==> config.mk <==
export PLATFORM = sky130hd
export DESIGN_NAME = control_sequencer
export DESIGN_NICKNAME = d
export VERILOG_FILES = /design/src/rtl/ctrl_pkg.sv /design/src/rtl/boot_rom.sv /design/src/rtl/control_sequencer.sv
export SDC_FILE = /design/constraint.sdc
export NUM_CORES = 1
export LEC_CHECK = 0
export CAP_MARGIN = 20
export CORE_UTILIZATION = 54
export CTS_BUF_LIST = sky130_fd_sc_hd__clkbuf_4 sky130_fd_sc_hd__clkbuf_8 sky130_fd_sc_hd__clkbuf_16
export CTS_CLUSTER_SIZE = 16
export DETAILED_ROUTE_END_ITERATION = 10
export PLACE_DENSITY = 0.84
export SLEW_MARGIN = 40
export SYNTH_ARGS = -nofsm -noshare
export SYNTH_HDL_FRONTEND = slang
export SYNTH_HIERARCHICAL = 1
export SYNTH_SLANG_ARGS = --single-unit
export TNS_END_PERCENT = 10
==> constraint.sdc <==
create_clock -name CLK_In -period 6.1 [get_ports CLK_In]
set_input_delay 0.915 -clock CLK_In [delete_from_list [all_inputs] [get_ports CLK_In]]
set_output_delay 0.915 -clock CLK_In [all_outputs]
set_load 0.05 [all_outputs]
==> src/rtl/ctrl_pkg.sv <==
// Shared encodings for the RAM control sequencer: state codes, phases,
// instruction field positions, ALU codes and the boot program.
package ctrl_pkg;

  localparam logic [3:0] ST_IDLE       = 4'd0;
  localparam logic [3:0] ST_BOOT_FIRST = 4'd1;
  localparam logic [3:0] ST_BOOT_LAST  = 4'd12;
  localparam logic [3:0] ST_RUN        = 4'd13;
  localparam logic [3:0] ST_HALT       = 4'd14;

  typedef enum logic [1:0] {
    PH_FETCH = 2'd0,
    PH_READ  = 2'd1,
    PH_WRITE = 2'd2
  } phase_t;

  localparam int AADDR_LSB = 12;
  localparam int BADDR_LSB = 8;
  localparam int ALU_LSB   = 5;
  localparam int WADDR_LSB = 1;
  localparam int WE_BIT    = 0;

  localparam logic [2:0] ALU_MUL  = 3'b010;
  localparam logic [2:0] ALU_DIV  = 3'b011;
  localparam logic [2:0] ALU_IMM6 = 3'b110;
  localparam logic [2:0] ALU_IMM7 = 3'b111;

  // Steps 1..6 load register k with immediate k; 7..12 exercise MUL, DIV,
  // the immediate ops and two plain moves (the last one does not write).
  localparam logic [15:0] BOOT_ROM [1:12] = '{
    16'h0103, 16'h0205, 16'h0307, 16'h0409, 16'h050B, 16'h060D,
    16'h124F, 16'h3471, 16'h56D3, 16'h0AF5, 16'h1215, 16'h2318
  };

  function automatic logic is_boot(input logic [3:0] st);
    return (st >= ST_BOOT_FIRST) && (st <= ST_BOOT_LAST);
  endfunction

endpackage

==> src/rtl/boot_rom.sv <==
// Combinational boot program lookup; zero outside the boot steps.
module boot_rom
  import ctrl_pkg::*;
(
  input  logic [3:0]  idx,
  output logic [15:0] word
);

  // Table lookup with a zero default for non-boot indices.
  always_comb begin
    word = 16'h0000;
    if (is_boot(idx)) word = BOOT_ROM[idx];
  end

endmodule

==> src/rtl/control_sequencer.sv <==
// Boot sequencer and instruction fetch/decode front end for the 16x8 RAM.
//
// state  | meaning
// 0      | IDLE, waiting for Start
// 1..12  | BOOT step n, instruction from the boot program
// 13     | RUN, instructions fetched via valid/ready
// 14     | HALTED, waiting for Start
//
// phase  | meaning
// FETCH  | no instruction presented, fields forced to 0
// READ   | fields presented, RAM samples operands
// WRITE  | fields held, Write_Enable may assert, RAM commits result
module control_sequencer
  import ctrl_pkg::*;
#(
  parameter int CNT_W = 8
) (
  input  logic             CLK_In,
  input  logic             RST_n,
  input  logic             Start,
  input  logic             Halt,
  input  logic [15:0]      Instr_In,
  input  logic             Instr_Valid,
  output logic             Instr_Ready,
  output logic [3:0]       State,
  output logic [3:0]       Aaddr,
  output logic [3:0]       Baddr,
  output logic [2:0]       Instruction_alu,
  output logic [3:0]       Write_addr,
  output logic             Write_Enable,
  output logic             Busy,
  output logic [CNT_W-1:0] Instr_Count
);

  logic [3:0]       state_q, state_d;
  phase_t           phase_q, phase_d;
  logic [15:0]      instr_q, instr_d;
  logic [CNT_W-1:0] count_q, count_d;
  logic             halt_pend_q, halt_pend_d;
  logic [3:0]       rom_idx;
  logic [15:0]      rom_word;
  logic             ready, accept, fields_en;

  // From IDLE/HALTED the next step is 1, otherwise the step after the current one.
  assign rom_idx = ((state_q == ST_IDLE) || (state_q == ST_HALT)) ? ST_BOOT_FIRST
                                                                  : state_q + 4'd1;

  boot_rom u_boot_rom (
    .idx  (rom_idx),
    .word (rom_word)
  );

  // A halt seen during READ also blocks the accept slot in the following WRITE.
  assign ready  = (state_q == ST_RUN) && !Halt && !halt_pend_q &&
                  ((phase_q == PH_FETCH) || (phase_q == PH_WRITE));
  assign accept = ready && Instr_Valid;

  // State register with async clear.
  always_ff @(posedge CLK_In or negedge RST_n) begin
    if (!RST_n) begin
      state_q     <= ST_IDLE;
      phase_q     <= PH_FETCH;
      instr_q     <= 16'h0000;
      count_q     <= '0;
      halt_pend_q <= 1'b0;
    end else begin
      state_q     <= state_d;
      phase_q     <= phase_d;
      instr_q     <= instr_d;
      count_q     <= count_d;
      halt_pend_q <= halt_pend_d;
    end
  end

  // Next-state logic for sequencing, handshake, latched instruction and counter.
  always_comb begin
    state_d     = state_q;
    phase_d     = phase_q;
    instr_d     = instr_q;
    count_d     = count_q;
    halt_pend_d = halt_pend_q;
    if ((state_q == ST_IDLE) || (state_q == ST_HALT)) begin
      if (Start) begin
        state_d     = ST_BOOT_FIRST;
        phase_d     = PH_READ;
        instr_d     = rom_word;
        count_d     = '0;
        halt_pend_d = 1'b0;
      end
    end else if (is_boot(state_q)) begin
      if (phase_q == PH_READ) begin
        phase_d = PH_WRITE;
      end else if (state_q == ST_BOOT_LAST) begin
        state_d = ST_RUN;
        phase_d = PH_FETCH;
        instr_d = 16'h0000;
      end else begin
        state_d = state_q + 4'd1;
        phase_d = PH_READ;
        instr_d = rom_word;
      end
    end else if (state_q == ST_RUN) begin
      if ((phase_q == PH_WRITE) && (count_q != {CNT_W{1'b1}}))
        count_d = count_q + CNT_W'(1);
      if (phase_q == PH_READ) begin
        phase_d = PH_WRITE;
        if (Halt) halt_pend_d = 1'b1;
      end else if (accept) begin
        instr_d = Instr_In;
        phase_d = PH_READ;
      end else if (Halt || halt_pend_q) begin
        state_d     = ST_HALT;
        phase_d     = PH_FETCH;
        instr_d     = 16'h0000;
        halt_pend_d = 1'b0;
      end else begin
        phase_d = PH_FETCH;
        instr_d = 16'h0000;
      end
    end else begin
      state_d     = ST_IDLE;
      phase_d     = PH_FETCH;
      instr_d     = 16'h0000;
      halt_pend_d = 1'b0;
    end
  end

  assign fields_en       = (phase_q != PH_FETCH);
  assign Instr_Ready     = ready;
  assign State           = state_q;
  assign Aaddr           = fields_en ? instr_q[AADDR_LSB +: 4] : 4'h0;
  assign Baddr           = fields_en ? instr_q[BADDR_LSB +: 4] : 4'h0;
  assign Instruction_alu = fields_en ? instr_q[ALU_LSB +: 3]   : 3'b000;
  assign Write_addr      = fields_en ? instr_q[WADDR_LSB +: 4] : 4'h0;
  assign Write_Enable    = instr_q[WE_BIT] && (phase_q == PH_WRITE);
  assign Busy            = (state_q >= ST_BOOT_FIRST) && (state_q <= ST_RUN);
  assign Instr_Count     = count_q;

endmodule

== Yosys cells after proc, flatten, opt, wreduce, memory -nomap -nowiden ==
Memory sizes are Yosys's and may differ from the RTL's.
Cells that the tools add are included.

* Equality and inequality tests: 15
* Magnitude comparators: 6
* Add/sub/neg operators: 2
* Reduce and logical (&&, ||, !) cells: 23
* Mux-type cells: 46
* Bitwise operators: 1

{| class="wikitable"
|+ Operators with widths
! kind !! count
|-
| $mux 16 || 11
|-
| $mux 4 || 13
|-
| $mux 8 || 5
|-
| $eq 4x4->1 const B || 3
|-
| $le 4x4->1 const B || 3
|-
| $mux 2 || 6
|-
| $ne 4x4->1 const B || 3
|-
| $mux 1 || 10
|-
| $reduce_and 5->1 || 2
|-
| $logic_and 1x1->1 || 9
|-
| $add 8x1->8 const B || 1
|-
| $ge 4x1->1 const B || 2
|-
| $ne 4x3->1 const B || 2
|-
| $ne 8x8->1 const B || 1
|-
| $ne 3x3->1 const B || 2
|-
| $reduce_bool 2->1 || 3
|-
| $ge 5x5->1 const B || 1
|-
| $not 4->5 || 1
|-
| $add 4x1->4 const B || 1
|-
| $logic_not 4->1 || 1
|-
| $ne 2x2->1 const B || 2
|-
| $reduce_and 4->1 || 1
|-
| $logic_or 1x1->1 || 3
|-
| $mux 3 || 1
|-
| other kinds (5) || 6
|}

* Logic and storage cells: 99
* Memory bits (read-only): 256
* Bits in registers: 31
* Memories kept: 1
* Input bits: 21
* Output and inout port bits: 30

{| class="wikitable"
|+ Memory list
! name !! depth !! width !! rd ports !! clocked after Yosys merged registers in !! wr ports !! RTL line !! text
|-
| (name not given) || 16 || 16 || 1 || 0 || 0 || boot_rom.sv:12 || <nowiki>if (is_boot(idx)) word = BOOT_ROM[idx];</nowiki>
|}

== Depth between registers and ports, before layout ==
Gate-level depths: netlist of the first run.

* Word-level depth: 12
* Mapped depth: 12
* Mapped depth without buffers: 12

== Modules after synthesis ==
The synthesis of the first run kept the hierarchy.

{| class="wikitable"
|+ By module, submodules not included
! module !! area an instance (µm²) !! sequential area each (µm²) !! cells each !! instances
|-
| control_sequencer || 1890.6 || 775.7 || 210 || 1
|-
| boot_rom || 301.5 || 0.0 || 48 || 1
|}

== Worst setup path after synthesis of the first run ==
OpenSTA, ideal clock, no wires.

* Kind: reg-to-output
* Start point: register state_q[0], in the netlist State[0]
* End point: output Instr_Ready
* Path buffers: 0
* Setup slack: 2626 ps
* Arrival: 2559 ps
* Cell stages (with the launch flop): 4
* Cells stage by stage: dfrtp_1 -> ha_1 -> nand2b_1 -> nor4_1

* Word-level cells in the longest chain between the ends: 4

{| class="wikitable"
|+ Ends and longest elaborated chain
! element !! RTL line !! text
|-
| start: declaration || control_sequencer.sv:35 || <nowiki>logic [3:0] state_q, state_d;</nowiki>
|-
| start signal: assignment || control_sequencer.sv:67 || <nowiki>state_q <= state_d;</nowiki>
|-
| $eq 4x4->1 || control_sequencer.sv:54 || <nowiki>assign ready = (state_q == ST_RUN) && !Halt && !halt_pend_q &&</nowiki>
|-
| $logic_and 1x1->1 (3 in series) || control_sequencer.sv:54 ||
|-
| end: declaration || control_sequencer.sv:24 || <nowiki>output logic Instr_Ready,</nowiki>
|}

No other way between the ends.

== Final worst setup path of the first run ==
* Start point: input Halt
* End point: output Instr_Ready

* Word-level cells in the longest chain between the ends: 4

{| class="wikitable"
|+ Ends and longest elaborated chain
! element !! RTL line !! text
|-
| start: declaration || control_sequencer.sv:21 || <nowiki>input logic Halt,</nowiki>
|-
| $logic_not 1->1 || control_sequencer.sv:54 ||
|-
| $logic_and 1x1->1 (3 in series) || control_sequencer.sv:54 ||
|}

No other way between the ends.

==> impl_metrics.xml, run 1 <==
<?xml version="1.0" encoding="UTF-8"?>
<metrics>
  <group name="run_status">
    <metric name="run_status" unit="">finished clean</metric>
  </group>
  <group name="finish">
    <metric name="fillers" unit="">308</metric>
    <metric name="register_area" unit="um2">776</metric>
    <metric name="area_added_between_synthesis_and_finish" unit="%">26.6</metric>
    <metric name="multi_input_comb_area" unit="um2">1310</metric>
    <metric name="antenna_cells_inserted" unit="">0</metric>
    <metric name="post_route_cells_drive_above_1_share" unit="">0.0627</metric>
    <metric name="nNetsFinal" unit="">336</metric>
    <metric name="final_util" unit="">0.736</metric>
  </group>
  <group name="cts">
    <metric name="tritoncts" unit="">built</metric>
    <metric name="cts_buffer_depth" unit="">2</metric>
    <metric name="htreeDepth" unit="">2</metric>
    <metric name="cts_root_buf" unit="">sky130_fd_sc_hd__clkbuf_8</metric>
    <metric name="cts-resized-gates" unit="">0</metric>
    <metric name="clkSlewWorstSetupHoldPaths" unit="ps">60</metric>
    <metric name="cts_inserted_buffers" unit="">5</metric>
    <metric name="clock-sinks" unit="">31</metric>
    <metric name="cts_post_setup_buffers_inserted" unit="">0</metric>
    <metric name="number_of_hold_buffers_added_after_cts" unit="">0</metric>
    <metric name="clock_latency" unit="ps">280</metric>
  </group>
  <group name="hold_path">
    <metric name="hold-path-endpoint" unit="">instr_q[3]</metric>
    <metric name="cells_on_worst_hold_path" unit="">2</metric>
    <metric name="min_from" unit="">instr_q[3]</metric>
    <metric name="holdCritPathClass" unit="">reg2reg</metric>
  </group>
  <group name="floorplan">
    <metric name="rows" unit="">22</metric>
    <metric name="floorplan.initialDensity" unit="">0.581</metric>
    <metric name="core_area" unit="um2">3770</metric>
    <metric name="die_h" unit="um">65.7</metric>
    <metric name="die_width" unit="um">65.7</metric>
    <metric name="floorplan.io_pins" unit="">51</metric>
    <metric name="floorplan.die_area" unit="um2">4320</metric>
  </group>
  <group name="sta">
    <metric name="final.min_clock_period" unit="ps">3380</metric>
    <metric name="totalNegativeSetupSlack" unit="ps">0</metric>
    <metric name="clock.fmax" unit="MHz">296</metric>
    <metric name="worstMarginPinSlew" unit="ps">825</metric>
    <metric name="hold_viol" unit="">0</metric>
    <metric name="slew-limit-headroom" unit="">0.448</metric>
    <metric name="report.final.setup_viol" unit="">0</metric>
    <metric name="rsz0062_at_grt" unit="">false</metric>
    <metric name="final_min_period_over_clock_period" unit="">0.554</metric>
    <metric name="finClkSkew" unit="ps">4.90</metric>
    <metric name="maxSlewViolCount" unit="">0</metric>
  </group>
  <group name="logic_synthesis">
    <metric name="synth_area_leader_cell" unit="">sky130_fd_sc_hd__dfrtp_1</metric>
    <metric name="postSynthRegisterBits" unit="">31</metric>
    <metric name="synth-simple-area-share" unit="">0.275</metric>
    <metric name="synthXorXnorAreaFrac" unit="">0.0120</metric>
    <metric name="syn-num-nets" unit="">291</metric>
    <metric name="ys.warnings.count" unit="">6</metric>
    <metric name="synth-edff-count" unit="">0</metric>
    <metric name="synth-seq-area-share" unit="">0.354</metric>
    <metric name="compound_gate_fraction_of_synth_area" unit="">0.211</metric>
    <metric name="postSynth.asyncResetShare" unit="">1.00</metric>
    <metric name="netlist_top_cells_area" unit="">sky130_fd_sc_hd__dfrtp_1, sky130_fd_sc_hd__ha_1, sky130_fd_sc_hd__a21oi_1</metric>
    <metric name="synth.area.mux_share" unit="">0.0263</metric>
    <metric name="yosys.area_share.adder" unit="">0.0685</metric>
    <metric name="mappedNetlistArea" unit="um2">2190</metric>
    <metric name="synth_top_area_frac" unit="">0.354</metric>
    <metric name="combinational_family_with_the_most_area_after_synthesis" unit="">simple AND/OR/NAND/NOR gates</metric>
    <metric name="synth.distinct_cells" unit="">48</metric>
    <metric name="syn_avg_cell_area" unit="um2">8.50</metric>
    <metric name="ys.flop_type" unit="">sky130_fd_sc_hd__dfrtp_1</metric>
    <metric name="synth_cells" unit="">258</metric>
  </group>
  <group name="placed_design">
    <metric name="detailed_place_hpwl" unit="mm">3.57</metric>
    <metric name="buffer_ports.inserted" unit="">50</metric>
    <metric name="globalplace.congestion" unit="">0.866</metric>
  </group>
  <group name="detailed_routing">
    <metric name="drt_via_density" unit="">5.75</metric>
    <metric name="dr_wl_met2" unit="mm">2.43</metric>
    <metric name="post_route_wl" unit="mm">5.01</metric>
    <metric name="detailed_routed_wire_length_on_met3" unit="um">273</metric>
    <metric name="number_of_remaining_drc_errors" unit="">0</metric>
    <metric name="post_detailed_route_wirelength_per_cell" unit="um">14.3</metric>
    <metric name="drt-initial-drc-count" unit="">130</metric>
    <metric name="route.layer.met1.wl" unit="mm">2.22</metric>
    <metric name="routed.top_layer" unit="">met4</metric>
    <metric name="antenna_violating_nets_post_route" unit="">0</metric>
    <metric name="drt_pre_antenna_iters" unit="">4</metric>
    <metric name="num_vias" unit="">2019</metric>
  </group>
  <group name="worst_setup_path">
    <metric name="critPathRequiredTime" unit="ps">5180</metric>
    <metric name="crit_path_cell_trace" unit="">clkdlybuf4s50_1 -&gt; nor4_1 -&gt; clkdlybuf4s50_1</metric>
    <metric name="critical_path.max_stage_delay" unit="ps">840</metric>
    <metric name="timing.critical_path.slowest_stage_cell" unit="">sky130_fd_sc_hd__clkdlybuf4s50_1</metric>
    <metric name="critPathLaunchType" unit="">input port</metric>
    <metric name="worstSetupPathType" unit="">in2out</metric>
    <metric name="reg2reg_setup_slack" unit="ps">2990</metric>
    <metric name="critical_path.reg2reg.startpoint" unit="">State[0]</metric>
    <metric name="path_max_fanout" unit="">3</metric>
    <metric name="worstRegToRegCells" unit="">12</metric>
    <metric name="cp.arrival" unit="ps">2470</metric>
    <metric name="crit-reg2reg-capture" unit="">instr_q[2]</metric>
    <metric name="worst_setup_path_end_kind" unit="">primary output</metric>
    <metric name="crit_path_frequent_cell" unit="">sky130_fd_sc_hd__clkdlybuf4s50_1</metric>
  </group>
  <group name="global_route">
    <metric name="grt_max_degree" unit="">35</metric>
    <metric name="grt.overflow.total" unit="">0</metric>
    <metric name="grt_antenna_before_repair" unit="">0</metric>
    <metric name="grt_first_pass_wirelength" unit="mm">8.52</metric>
    <metric name="grtUsageTotal" unit="">0.259</metric>
    <metric name="grt_pass1_vias" unit="">1881</metric>
  </group>
  <group name="flow_run">
    <metric name="max_cap_viols" unit="">0</metric>
  </group>
</metrics>
[cell type report]
class / count / area share
sequential: 31 / 0.280
multi-input combinational: 204 / 0.471
tap: 48 / 0.0216
clock buffer: 6 / 0.0298
inverter: 10 / 0.0135
timing repair buffer: 51 / 0.183
clock inverter: 1 / 0.00180
[registers in the layout, summed over array words and instances, names as in the netlist]
| register | flops |
|---|---|
| Instr_Count | 8 |
| State | 4 |
| halt_pend_q | 1 |
| instr_q | 16 |
| phase_q | 2 |
[Yosys cell counts, drive strengths merged (3+ instances only)]
| library cell | n |
|---|---|
| nor2 | 33 |
| nand2b | 9 |
| nor2b | 20 |
| and3 | 3 |
| a31oi | 3 |
| nand3 | 7 |
| and2 | 9 |
| dfrtp | 31 |
| o21ai | 17 |
| ha | 12 |
| a21oi | 26 |
| xnor2 | 3 |
| nand4 | 3 |
| mux2 | 3 |
| buf | 11 |
| inv | 10 |
| a22oi | 16 |
| nand2 | 12 |
[cells in the final DEF, fill, tap and decap left out, drive strengths merged, types with 2 or more instances in the layout]
master,n
ha,12
inv,10
o21ai,17
clkbuf,6
nand4,3
a32o,2
or4b,2
a31oi,3
mux2,3
and2,9
nand2,12
clkdlybuf4s50,50
nor2b,20
a211oi,2
dfrtp,31
and3,3
nor4,2
or3b,2
a22oi,16
nand3,7
mux2i,2
or3,2
nand2b,9
a21oi,26
xnor2,3
nor3,2
nor2,33
[logic make-up (layout without fill, tap and decap cells)]
kind of cell               after synthesis  count (layout)
muxes                                    5               5
other                                    1               1
adders and majority gates               12              12
AOI/OAI and AO/OA                       73              73
DFF                                     31              31
xor gates and xnor gates                 3               3
buffers and inverters                   23              68
and+or+nand+nor                        110             110
[through the flow]
stage,area [um2],hold WS (ps),worst slack (ps),cells
after floorplan,2190,487,2630,258
after global placement,2690,498,2730,344
after detailed placement,2690,509,2710,344
after CTS,2780,523,2710,351
after global routing,2780,564,2650,351
final,2780,519,2720,351
[worst max path at each step]
stage / start / endpoint / slack [ps]
after CTS: Halt / Instr_Ready / 2710
after global placement: Halt / Instr_Ready / 2730
after detailed placement: Halt / Instr_Ready / 2710
after global routing: Halt / Instr_Ready / 2650
after floorplan: State[0] / Instr_Ready / 2630
final: Halt / Instr_Ready / 2720
[critical path, delay by kind of cell]
| family | cells | cell delay (ps) |
|---|---|---|
| buffers and inverters | 2 | 1280 |
| and+or+nand+nor | 1 | 270 |
[routing by layer]
layer	GRT usage	vias up
met2	0.422	63
met1	0.342	948
met4	0.0788	0
met5	0	-
met3	0.0521	11
li1	-	997
Power of run 1 is left out: the tool's default activity adds up to more than one toggle a clock period on the data nets, which glitch-free logic cannot reach.
==> run 2: changes to the inputs <==
Settings changed: CORE_UTILIZATION 54 to 45, PLACE_DENSITY 0.84 to 0.75.
Clock period 6.1 ns to 2.8 ns, I/O delays scaled along.
==> run 2 against run 1 <==
Compared with the run above:
- setup slack worse by 2600 ps
- worst hold slack improved by 2.7 ps
- sequential cell count unchanged
- utilization decreased by 13 points
- critical path depth increased by 8
- clock skew up 0.61 ps
- critical endpoint is now instr_q[0]
- largest cell class unchanged
- highest routed layer unchanged
==> impl_metrics.xml, run 2 (synthesis results as in run 1) <==
<?xml version="1.0" encoding="UTF-8"?>
<metrics>
  <group name="detailed_routing">
    <metric name="drt-initial-drc-count" unit="">128</metric>
    <metric name="number_of_remaining_drc_errors" unit="">0</metric>
    <metric name="antenna_violating_nets_post_route" unit="">0</metric>
    <metric name="post_detailed_route_wirelength_per_cell" unit="um">14.4</metric>
    <metric name="drt_via_density" unit="">5.61</metric>
    <metric name="post_route_wl" unit="mm">5.26</metric>
    <metric name="num_vias" unit="">2046</metric>
    <metric name="drt_pre_antenna_iters" unit="">4</metric>
  </group>
  <group name="floorplan">
    <metric name="floorplan.initialDensity" unit="">0.467</metric>
    <metric name="rows" unit="">25</metric>
    <metric name="core_area" unit="um2">4690</metric>
    <metric name="die_h" unit="um">71.8</metric>
    <metric name="floorplan.die_area" unit="um2">5150</metric>
    <metric name="die_width" unit="um">71.8</metric>
    <metric name="floorplan.io_pins" unit="">51</metric>
  </group>
  <group name="worst_setup_path">
    <metric name="reg2reg_setup_slack" unit="ps">120</metric>
    <metric name="critical_path.max_stage_delay" unit="ps">410</metric>
    <metric name="endpoint" unit="">instr_q[0]</metric>
    <metric name="worst_setup_path_end_kind" unit="">flip-flop</metric>
    <metric name="critical_path.reg2reg.startpoint" unit="">State[0]</metric>
    <metric name="startpoint" unit="">State[0]</metric>
    <metric name="worstRegToRegCells" unit="">11</metric>
    <metric name="crit_path_frequent_cell" unit="">sky130_fd_sc_hd__a21oi_1</metric>
    <metric name="worstSetupPathType" unit="">reg2reg</metric>
    <metric name="critPathRequiredTime" unit="ps">2960</metric>
    <metric name="path_max_fanout" unit="">6</metric>
    <metric name="crit_path_cell_trace" unit="">inv_1 -&gt; ha_1 -&gt; or3b_4 -&gt; and3_2 -&gt; inv_2 -&gt; ha_2 -&gt; or3b_1 -&gt; nor2_2 -&gt; a21oi_1 -&gt; a22oi_1 -&gt; a21oi_1</metric>
    <metric name="crit-reg2reg-capture" unit="">instr_q[0]</metric>
    <metric name="critPathLaunchType" unit="">flip-flop</metric>
    <metric name="cp.arrival" unit="ps">2840</metric>
    <metric name="timing.critical_path.slowest_stage_cell" unit="">sky130_fd_sc_hd__or3b_4</metric>
  </group>
  <group name="sta">
    <metric name="final_min_period_over_clock_period" unit="">0.956</metric>
    <metric name="worstMarginPinSlew" unit="ps">680</metric>
    <metric name="slew-limit-headroom" unit="">0.546</metric>
    <metric name="finClkSkew" unit="ps">5.51</metric>
    <metric name="maxSlewViolCount" unit="">0</metric>
    <metric name="clock.fmax" unit="MHz">373</metric>
    <metric name="hold_viol" unit="">0</metric>
    <metric name="report.final.setup_viol" unit="">0</metric>
    <metric name="rsz0062_at_grt" unit="">true</metric>
    <metric name="final.min_clock_period" unit="ps">2680</metric>
  </group>
  <group name="global_route">
    <metric name="grtUsageTotal" unit="">0.215</metric>
    <metric name="grt_pass1_vias" unit="">1870</metric>
    <metric name="grt_antenna_before_repair" unit="">0</metric>
    <metric name="grt_first_pass_wirelength" unit="mm">8.65</metric>
    <metric name="grt_max_degree" unit="">32</metric>
    <metric name="grt.overflow.total" unit="">0</metric>
  </group>
  <group name="finish">
    <metric name="fillers" unit="">414</metric>
    <metric name="post_route_cells_drive_above_1_share" unit="">0.119</metric>
    <metric name="area_added_between_synthesis_and_finish" unit="%">30.5</metric>
    <metric name="multi_input_comb_area" unit="um2">1330</metric>
    <metric name="flip_flop_count_of_the_largest_register_all_copies_and_words_added" unit="">16</metric>
    <metric name="register_area" unit="um2">778</metric>
    <metric name="antenna_cells_inserted" unit="">0</metric>
    <metric name="final_cell_mix" unit="">sky130_fd_sc_hd__clkdlybuf4s50_1, sky130_fd_sc_hd__nor2_1, sky130_fd_sc_hd__dfrtp_1</metric>
    <metric name="layout_commonest_cell" unit="">sky130_fd_sc_hd__clkdlybuf4s50_1</metric>
    <metric name="nNetsFinal" unit="">344</metric>
    <metric name="fin_area" unit="um2">2860</metric>
    <metric name="register_with_the_highest_flop_count" unit="">instr_q</metric>
  </group>
  <group name="cts">
    <metric name="htreeDepth" unit="">2</metric>
    <metric name="clkSlewWorstSetupHoldPaths" unit="ps">70</metric>
    <metric name="cts_post_setup_buffers_inserted" unit="">0</metric>
    <metric name="number_of_hold_buffers_added_after_cts" unit="">0</metric>
    <metric name="tritoncts" unit="">built</metric>
    <metric name="cts_buffer_depth" unit="">2</metric>
    <metric name="cts_inserted_buffers" unit="">5</metric>
    <metric name="cts_root_buf" unit="">sky130_fd_sc_hd__clkbuf_8</metric>
    <metric name="clock-sinks" unit="">31</metric>
    <metric name="clock_latency" unit="ps">280</metric>
    <metric name="cts-resized-gates" unit="">0</metric>
  </group>
  <group name="placed_design">
    <metric name="buffer_ports.inserted" unit="">50</metric>
    <metric name="placed_cell_area" unit="um2">2760</metric>
    <metric name="globalplace.congestion" unit="">0.964</metric>
    <metric name="detailed_place_hpwl" unit="mm">3.72</metric>
  </group>
  <group name="hold_path">
    <metric name="holdCritPathClass" unit="">reg2reg</metric>
  </group>
  <group name="run_status">
    <metric name="run_status" unit="">finished clean</metric>
  </group>
  <group name="flow_run">
    <metric name="max_cap_viols" unit="">0</metric>
  </group>
</metrics>
## run 2: area by class of cell
cell class	count	share of cell area
Inverter	10	0.0131
Multi-Input combinational cell	204	0.463
Clock inverter	1	0.00175
Sequential cell	31	0.272
Tap cell	54	0.0236
Timing Repair Buffer	59	0.198
Clock buffer	6	0.0289
## run 2: worst max-delay path: cells and delay by family (launching register included)
kind                       cells  cell delay, ps
and+or+nand+nor                4            1210
DFF                            1             400
adders and majority gates      2             390
AOI/OAI and AO/OA              3             350
buffers and inverters          2             220
## run 2: through the flow
| step | hold slack [ps] | setup TNS [ps] | std cells | setup WS [ps] | util |
|---|---|---|---|---|---|
| after global placement | 499 | 0 | 358 | 180 | 0.588 |
| after global routing | 558 | -102 | 365 | -67.4 | 0.610 |
| after CTS | 524 | 0 | 365 | 49.2 | 0.607 |
| after floorplan | 124 | -425 | 258 | -142 | - |
| after detailed placement | 510 | 0 | 358 | 67.1 | 0.588 |
| final | 522 | 0 | 365 | 122 | 0.610 |
## run 2: worst min path at each step
stage	from	end	slack [ps]	cells after the start
2_1_floorplan	RST_n	Instr_Count[0]	120	0
3_3_place_gp	instr_q[8]	instr_q[8]	500	2
3_5_place_dp	instr_q[8]	instr_q[8]	510	2
4_1_cts	instr_q[8]	instr_q[8]	520	2
5_1_grt	instr_q[9]	instr_q[9]	560	2
6_report	instr_q[8]	instr_q[8]	520	2
## run 2: layer usage
layer | global-route usage | routed length [um] | up-vias | part of all wire
met4 | 0.0632 | 56 | 0 | 0.011
met5 | 0 | 0 | - | 0
met3 | 0.0549 | 198 | 6 | 0.038
met1 | 0.286 | 2470 | 977 | 0.47
met2 | 0.347 | 2530 | 49 | 0.48
li1 | - | - | 1014 | -
Power of run 2 is left out for the same reason.
==> run 3: changes to the inputs <==
Settings changed: GPL_ROUTABILITY_DRIVEN set to 0.
==> results of run 3 <==
The final DEF is identical to that of run 2; final timing and power are the same.
Power of run 3 is left out for the same reason.
